===== config.mk =====
export PLATFORM = sky130hd
export DESIGN_NAME = line_clear_ctrl_flat
export DESIGN_NICKNAME = d
export VERILOG_FILES = /design/src/rtl/line_clear_ctrl_if.sv /design/src/rtl/line_clear_ctrl.sv /design/src/flat_wrapper.sv
export SDC_FILE = /design/constraint.sdc
export NUM_CORES = 1
export LEC_CHECK = 0
export CORE_ASPECT_RATIO = 0.8
export CORE_MARGIN = 5
export CORE_UTILIZATION = 36
export DETAILED_ROUTE_END_ITERATION = 8
export GPL_ROUTABILITY_DRIVEN = 0
export PLACE_DENSITY = 0.77
export SYNTH_ARGS = -nofsm -noshare
export SYNTH_HDL_FRONTEND = slang
export SYNTH_SLANG_ARGS = --single-unit

===== constraint.sdc =====
create_clock -name clk -period 3.4 [get_ports clk]
set_input_delay 1.02 -clock clk [delete_from_list [all_inputs] [get_ports clk]]
set_output_delay 1.02 -clock clk [all_outputs]
set_load 0.005 [all_outputs]

===== src/rtl/line_clear_ctrl_if.sv =====
// Row-organised grid memory port between line_clear_ctrl (master) and the grid storage (slave).
// Handshake: row_rd_en/row_wr_en are single-cycle valid strobes with no ready. The storage must
// accept each strobe in the cycle it is high. row_rdata returns the addressed row one cycle after row_rd_en.
interface line_clear_ctrl_if #(
    parameter int ROWS = 20,
    parameter int COLS = 10,
    parameter int CW   = 3
);
    localparam int RW = $clog2(ROWS);
    localparam int DW = COLS * CW;

    logic          row_rd_en;
    logic [RW-1:0] row_raddr;
    logic [DW-1:0] row_rdata;
    logic          row_wr_en;
    logic [RW-1:0] row_waddr;
    logic [DW-1:0] row_wdata;

    modport master (
        output row_rd_en, row_raddr, row_wr_en, row_waddr, row_wdata,
        input  row_rdata
    );

    modport slave (
        input  row_rd_en, row_raddr, row_wr_en, row_waddr, row_wdata,
        output row_rdata
    );
endinterface


===== src/rtl/line_clear_ctrl.sv =====
// Line-clear sequencer: scans rows bottom-up, compacts survivors downward, zero-fills the top.
// Optional score accumulator is built only when LINE_CLEAR_SCORE_EN is defined.
module line_clear_ctrl #(
    parameter int  ROWS = 20,
    parameter int  COLS = 10,
    parameter int  CW   = 3,
    localparam int RW   = $clog2(ROWS),
    localparam int LW   = $clog2(ROWS + 1),
    localparam int DW   = COLS * CW
) (
    input  logic          clk,
    input  logic          rst_n,
    input  logic          start,
    output logic          busy,
    output logic          done,
    output logic [LW-1:0] lines,
    output logic [19:0]   score,
    output logic [2:0]    dbg_state,
    line_clear_ctrl_if.master mem
);

    typedef enum logic [2:0] {
        S_IDLE = 3'd0,
        S_RD   = 3'd1,
        S_EVAL = 3'd2,
        S_FILL = 3'd3,
        S_DONE = 3'd4
    } state_t;

    state_t        state, state_d;
    logic [RW-1:0] rd_ptr, rd_ptr_d;
    logic [RW-1:0] wr_ptr, wr_ptr_d;
    logic [LW-1:0] cnt, cnt_d;
    logic          row_full;

    assign dbg_state = state;

    always_comb begin
        row_full = 1'b1;
        for (int c = 0; c < COLS; c++) begin
            if (mem.row_rdata[c*CW +: CW] == '0) begin
                row_full = 1'b0;
            end
        end
    end

    always_comb begin
        state_d  = state;
        rd_ptr_d = rd_ptr;
        wr_ptr_d = wr_ptr;
        cnt_d    = cnt;
        case (state)
            S_IDLE: begin
                if (start) begin
                    state_d  = S_RD;
                    rd_ptr_d = RW'(ROWS - 1);
                    wr_ptr_d = RW'(ROWS - 1);
                    cnt_d    = '0;
                end
            end
            S_RD: begin
                state_d = S_EVAL;
            end
            S_EVAL: begin
                if (row_full) begin
                    cnt_d = cnt + LW'(1);
                end else begin
                    wr_ptr_d = wr_ptr - RW'(1);
                end
                if (rd_ptr == '0) begin
                    state_d = (cnt_d != '0) ? S_FILL : S_DONE;
                end else begin
                    rd_ptr_d = rd_ptr - RW'(1);
                    state_d  = S_RD;
                end
            end
            S_FILL: begin
                // After compaction wr_ptr sits at cnt-1, so the fill ends on row 0.
                if (wr_ptr == '0) begin
                    state_d = S_DONE;
                end else begin
                    wr_ptr_d = wr_ptr - RW'(1);
                end
            end
            S_DONE: begin
                state_d = S_IDLE;
            end
            default: begin
                state_d = S_IDLE;
            end
        endcase
    end

    // The row under evaluation only arrives in EVAL, so the write port is decoded from the current state.
    always_comb begin
        mem.row_wr_en = 1'b0;
        mem.row_waddr = '0;
        mem.row_wdata = '0;
        if (state == S_EVAL && !row_full && wr_ptr != rd_ptr) begin
            mem.row_wr_en = 1'b1;
            mem.row_waddr = wr_ptr;
            mem.row_wdata = mem.row_rdata;
        end else if (state == S_FILL) begin
            mem.row_wr_en = 1'b1;
            mem.row_waddr = wr_ptr;
        end
    end

    always_ff @(posedge clk or negedge rst_n) begin
        if (!rst_n) begin
            state         <= S_IDLE;
            rd_ptr        <= '0;
            wr_ptr        <= '0;
            cnt           <= '0;
            busy          <= 1'b0;
            done          <= 1'b0;
            lines         <= '0;
            mem.row_rd_en <= 1'b0;
            mem.row_raddr <= '0;
        end else begin
            state         <= state_d;
            rd_ptr        <= rd_ptr_d;
            wr_ptr        <= wr_ptr_d;
            cnt           <= cnt_d;
            busy          <= (state_d != S_IDLE);
            done          <= (state_d == S_DONE);
            mem.row_rd_en <= (state_d == S_RD);
            if (state_d == S_RD) begin
                mem.row_raddr <= rd_ptr_d;
            end
            if (state_d == S_DONE) begin
                lines <= cnt_d;
            end
        end
    end

`ifdef LINE_CLEAR_SCORE_EN
    logic [10:0] score_add;
    logic [20:0] score_sum;

    always_comb begin
        case (cnt_d)
            LW'(0):  score_add = 11'd0;
            LW'(1):  score_add = 11'd40;
            LW'(2):  score_add = 11'd100;
            LW'(3):  score_add = 11'd300;
            default: score_add = 11'd1200;
        endcase
        score_sum = {1'b0, score} + {10'd0, score_add};
    end

    always_ff @(posedge clk or negedge rst_n) begin
        if (!rst_n) begin
            score <= '0;
        end else if (state_d == S_DONE) begin
            score <= score_sum[20] ? 20'hFFFFF : score_sum[19:0];
        end
    end
`else
    assign score = '0;
`endif

endmodule


===== src/flat_wrapper.sv =====
// flat-port wrapper written by rule: the top's interface ports become plain ports
module line_clear_ctrl_flat 
#(
    parameter int  ROWS = 20,
    parameter int  COLS = 10,
    parameter int  CW   = 3,
    localparam int RW   = $clog2(ROWS),
    localparam int LW   = $clog2(ROWS + 1),
    localparam int DW   = COLS * CW
)
  (clk, rst_n, start, busy, done, lines, score, dbg_state, mem_row_rd_en, mem_row_raddr, mem_row_wr_en, mem_row_waddr, mem_row_wdata, mem_row_rdata);
  line_clear_ctrl_if #(.ROWS(ROWS), .COLS(COLS), .CW(CW)) mem_i ();
  input  logic clk;
  input  logic rst_n;
  input  logic start;
  output logic busy;
  output logic done;
  output logic [LW-1:0] lines;
  output logic [19:0] score;
  output logic [2:0] dbg_state;
  output wire logic [$bits(mem_i.row_rd_en)-1:0] mem_row_rd_en;
  output wire logic [$bits(mem_i.row_raddr)-1:0] mem_row_raddr;
  output wire logic [$bits(mem_i.row_wr_en)-1:0] mem_row_wr_en;
  output wire logic [$bits(mem_i.row_waddr)-1:0] mem_row_waddr;
  output wire logic [$bits(mem_i.row_wdata)-1:0] mem_row_wdata;
  input wire logic [$bits(mem_i.row_rdata)-1:0] mem_row_rdata;
  assign mem_row_rd_en = mem_i.row_rd_en;
  assign mem_row_raddr = mem_i.row_raddr;
  assign mem_row_wr_en = mem_i.row_wr_en;
  assign mem_row_waddr = mem_i.row_waddr;
  assign mem_row_wdata = mem_i.row_wdata;
  assign mem_i.row_rdata = mem_row_rdata;
  line_clear_ctrl #(.ROWS(ROWS), .COLS(COLS), .CW(CW)) u_core (.clk(clk), .rst_n(rst_n), .start(start), .busy(busy), .done(done), .lines(lines), .score(score), .dbg_state(dbg_state), .mem(mem_i));
endmodule

==> impl_metrics.toml <==
[outcome]
status = "finished with violations"
violations = "negative setup slack"

[worst_setup_path]
slowest_delay_ns = 0.54
required_ns = 2.38
cp_data_arrival_time_ns = 2.71
startpoint_type = "primary input"
r2r_slack_ns = 0.99
path_cells = "buf_6, or3_4, o31ai_4, or4_4, nor2_4, a311oi_4, buf_4, a31o_4, and2_4, buf_6"
reg2regPathDepth = 9
path_common_cell = "buf_6"
criticalPathCategory = "in2out"
cp-startpoint = "mem_row_rdata[17]"
cp-endpoint = "mem_row_waddr[4]"
worst-path-max-fanout = 6
cp-end-kind = "primary output"
timing.rr.end = "u_core.lines[0]"
slowest_stage = "or4_4"
r2r_start = "u_core.cnt[0]"

[cts]
cts_buffers = 5
clockRootBuffer = "clkbuf_8"
ctsHtreeMaxLevel = 2
clkTransAtPathRegs_ns = 0.07
clock_sinks = 31
cts_buffer_depth = 2
cts_tree = "yes"
insertion_delay_ns = 0.29

[layout]
regArea_um2 = 775.7
multi_input_area_um2 = 1303
final_core_util = 0.6059
layout-drive-gt1-share = 0.4107
final_cells = 414
area_growth_pct = 62.16
diodes = 0
fillers = 450
nets = 371

[power_and_ir_drop]
power.total_w = 0.002590
p_leak_nw = 1.569
ir_worst_vdd_mv = 0.4160
p_per_area_nw_per_um2 = 778.0

[die]
die_y_um = 77.55
num_rows = 24
ioPinCount = 105
core_area_um2 = 5495
die_w_um = 94.44
start_util = 0.3736
die-area_um2 = 7323

[drt]
viasPerCell = 4.751
firstDrtPassIters = 4
highest_layer = "met4"
wire_per_inst_um = 15.94
vias = 1967
drt_iter0_drc = 114
routedLengthMet1_um = 3037
drc_errors = 0
drtAntennaViolNets = 0
met2_length_um = 3261
routed-wl-met3_um = 262
wl_um = 6601

[synth]
ys_async_sr_fraction = 1.000
ys_seq_elements = 31
synth_edf_count = 0
yosys.area_share.simple = 0.2809
synth_cell_types = 47
synth.area.mux_share = 0.04753
synth_top_family_by_area = "simple AND/OR/NAND/NOR gates"
synth_compound_area_frac = 0.1335
ys_seq_area_frac = 0.3778
synthXorXnorAreaFrac = 0.03413
yosysWarnings = 0
syn-cell-area_um2 = 2053
synth_fa_ha_area_frac = 0.01828
netlist_instances = 227
syn_avg_cell_area_um2 = 9.045
synth_flop_cell = "dfrtp_1"

[global_route]
grt_first_pass_wirelength_um = 10040
grt_start_max_net_pins = 32
grt_pass1_vias = 1888
grt_usage = 0.1734
antenna_found_initial = 0
gr-total-overflow = 0

[min_path]
hp-class = "reg2reg"
hold_start = "u_core.lines[4]"

[timing]
skew_ns = 0.01081
relSlewSlack = 0.6672
layout_setup_ws_ns = -0.3256
fin_crit_ns = 3.726
max_freq_mhz = 268.4
post-route-period-util = 1.096
hold_violations = 0
whs_ns = 0.4931
grt_setup_unrepaired = "yes"
slew_violations = 0
tightest_slew_ns = 0.4974
finalSetupViolCount = 36

[placed_design]
io_buffers = 84
hpwl_um = 4648
dp.cells = 398
place_ws_ns = -0.9787

[run]
drv_cap = 0
metrics by stage:
step	setup TNS [ns]	area [um2]
2_1_floorplan	0	2131
3_3_place_gp	-33.34	3009
3_5_place_dp	-34.94	3009
4_1_cts	-9.570	3102
5_1_grt	-10.81	3329
6_report	-9.360	3329
critical path: cells and delay by family:
| kind | cells | cell delay, ns |
|---|---|---|
| AO/OA/AOI/OAI | 3 | 0.35 |
| buffers and inverters | 3 | 0.38 |
| AND/OR/NAND/NOR | 4 | 0.94 |
synth_stat cells (4+ instances only):
master,n,area [um2]
or3_1,4,25.02
and2_1,34,212.7
xor2_1,4,35.03
mux2_2,4,45.04
nand3_1,5,25.02
nand2_1,20,75.07
inv_1,6,22.52
nor2_1,16,60.06
buf_4,20,150.1
a21oi_1,9,45.04
clkbuf_1,6,22.52
nor3_1,10,50.05
xnor2_1,4,35.03
o21ai_0,5,25.02
dfrtp_1,31,775.7
worst min path at each step:
stage,endpoint,cells past startpoint
after floorplan,u_core.lines[3],1
after CTS,u_core.lines[4],1
after global routing,u_core.lines[4],1
after global placement,u_core.lines[3],1
final,u_core.lines[4],1
after detailed placement,u_core.lines[4],1
logic make-up (layout without fill, tap and decap cells):
family          Yosys count  after routing
buf+inv                  34            124
simple gates            104            104
other cells               1             20
flops                    31             31
compound gates           37             37
mux                       9              9
xor+xnor                  8              8
fa+ha+maj                 3              3
layer usage:
layer | vias to the layer above | global-route usage
li1 | 962 | -
met1 | 959 | 0.2437
met2 | 40 | 0.2734
met3 | 6 | 0.04062
met4 | 0 | 0.03463
met5 | - | 0
flip-flops by register name, summed over array words and instances, names as in the netlist:
| register | cells |
|---|---|
| u_core.cnt | 5 |
| u_core.done | 1 |
| u_core.mem.row_rd_en | 1 |
| u_core.dbg_state | 3 |
| u_core.busy | 1 |
| u_core.wr_ptr | 5 |
| u_core.rd_ptr | 5 |
| u_core.mem.row_raddr | 5 |
| u_core.lines | 5 |
power by group:
| part | switching, W | internal [W] | total (W) |
|---|---|---|---|
| sequential | 0.000148 | 0.000519 | 0.000667 |
| combinational | 0.000707 | 0.000927 | 0.00163 |
| clock | 0.000146 | 0.000143 | 0.000289 |
| total | 0.00100 | 0.00159 | 0.00259 |
cells in the final DEF (no fill, tap or decap), types with 2 or more instances in the layout:
cell type / synthesis / routed
a21oi_1: 9 / 9
o211ai_1: 2 / 2
a31oi_1: 3 / 3
xor2_1: 4 / 4
dfrtp_1: 31 / 31
buf_6: 2 / 43
mux2_2: 4 / 4
mux2i_1: 3 / 3
mux2_1: 2 / 2
inv_1: 6 / 6
buf_4: 20 / 20
nor3_2: 0 / 3
or4_4: 3 / 3
a21o_1: 2 / 2
and2_1: 34 / 3
conb_1: 1 / 20
nand2b_1: 2 / 2
nor3_1: 10 / 7
clkdlybuf4s50_1: 0 / 18
or3_4: 0 / 3
xnor2_1: 4 / 4
clkdlybuf4s15_1: 0 / 5
nor2_1: 16 / 16
and2_4: 0 / 32
dlygate4sd2_1: 0 / 12
ha_1: 3 / 3
nand2_1: 20 / 20
buf_2: 0 / 7
nand3_2: 2 / 2
nand3_1: 5 / 5
o21ai_0: 5 / 5
clkbuf_8: 0 / 5
clkbuf_2: 0 / 3
timing repair:
| action | in CTS | in global routing |
|---|---|---|
| gates resized for setup | 248 | 56 |
| endpoints found under the setup margin | 36 | 36 |
| buffers inserted | 4 | 1 |
| cloned | 3 | 0 |
| pin swaps | 42 | 8 |
| hold buffers | 0 | 0 |
cell type report:
| cell class | instances | area share |
|---|---|---|
| Sequential cell | 31 | 0.2330 |
| Clock inverter | 2 | 0.003758 |
| Clock buffer | 6 | 0.02180 |
| Timing Repair Buffer | 110 | 0.3142 |
| Multi-Input combinational cell | 181 | 0.3912 |
| Inverter | 6 | 0.006764 |
| Tap cell | 78 | 0.02931 |
Note: power is estimated with default switching activity, not from simulation.
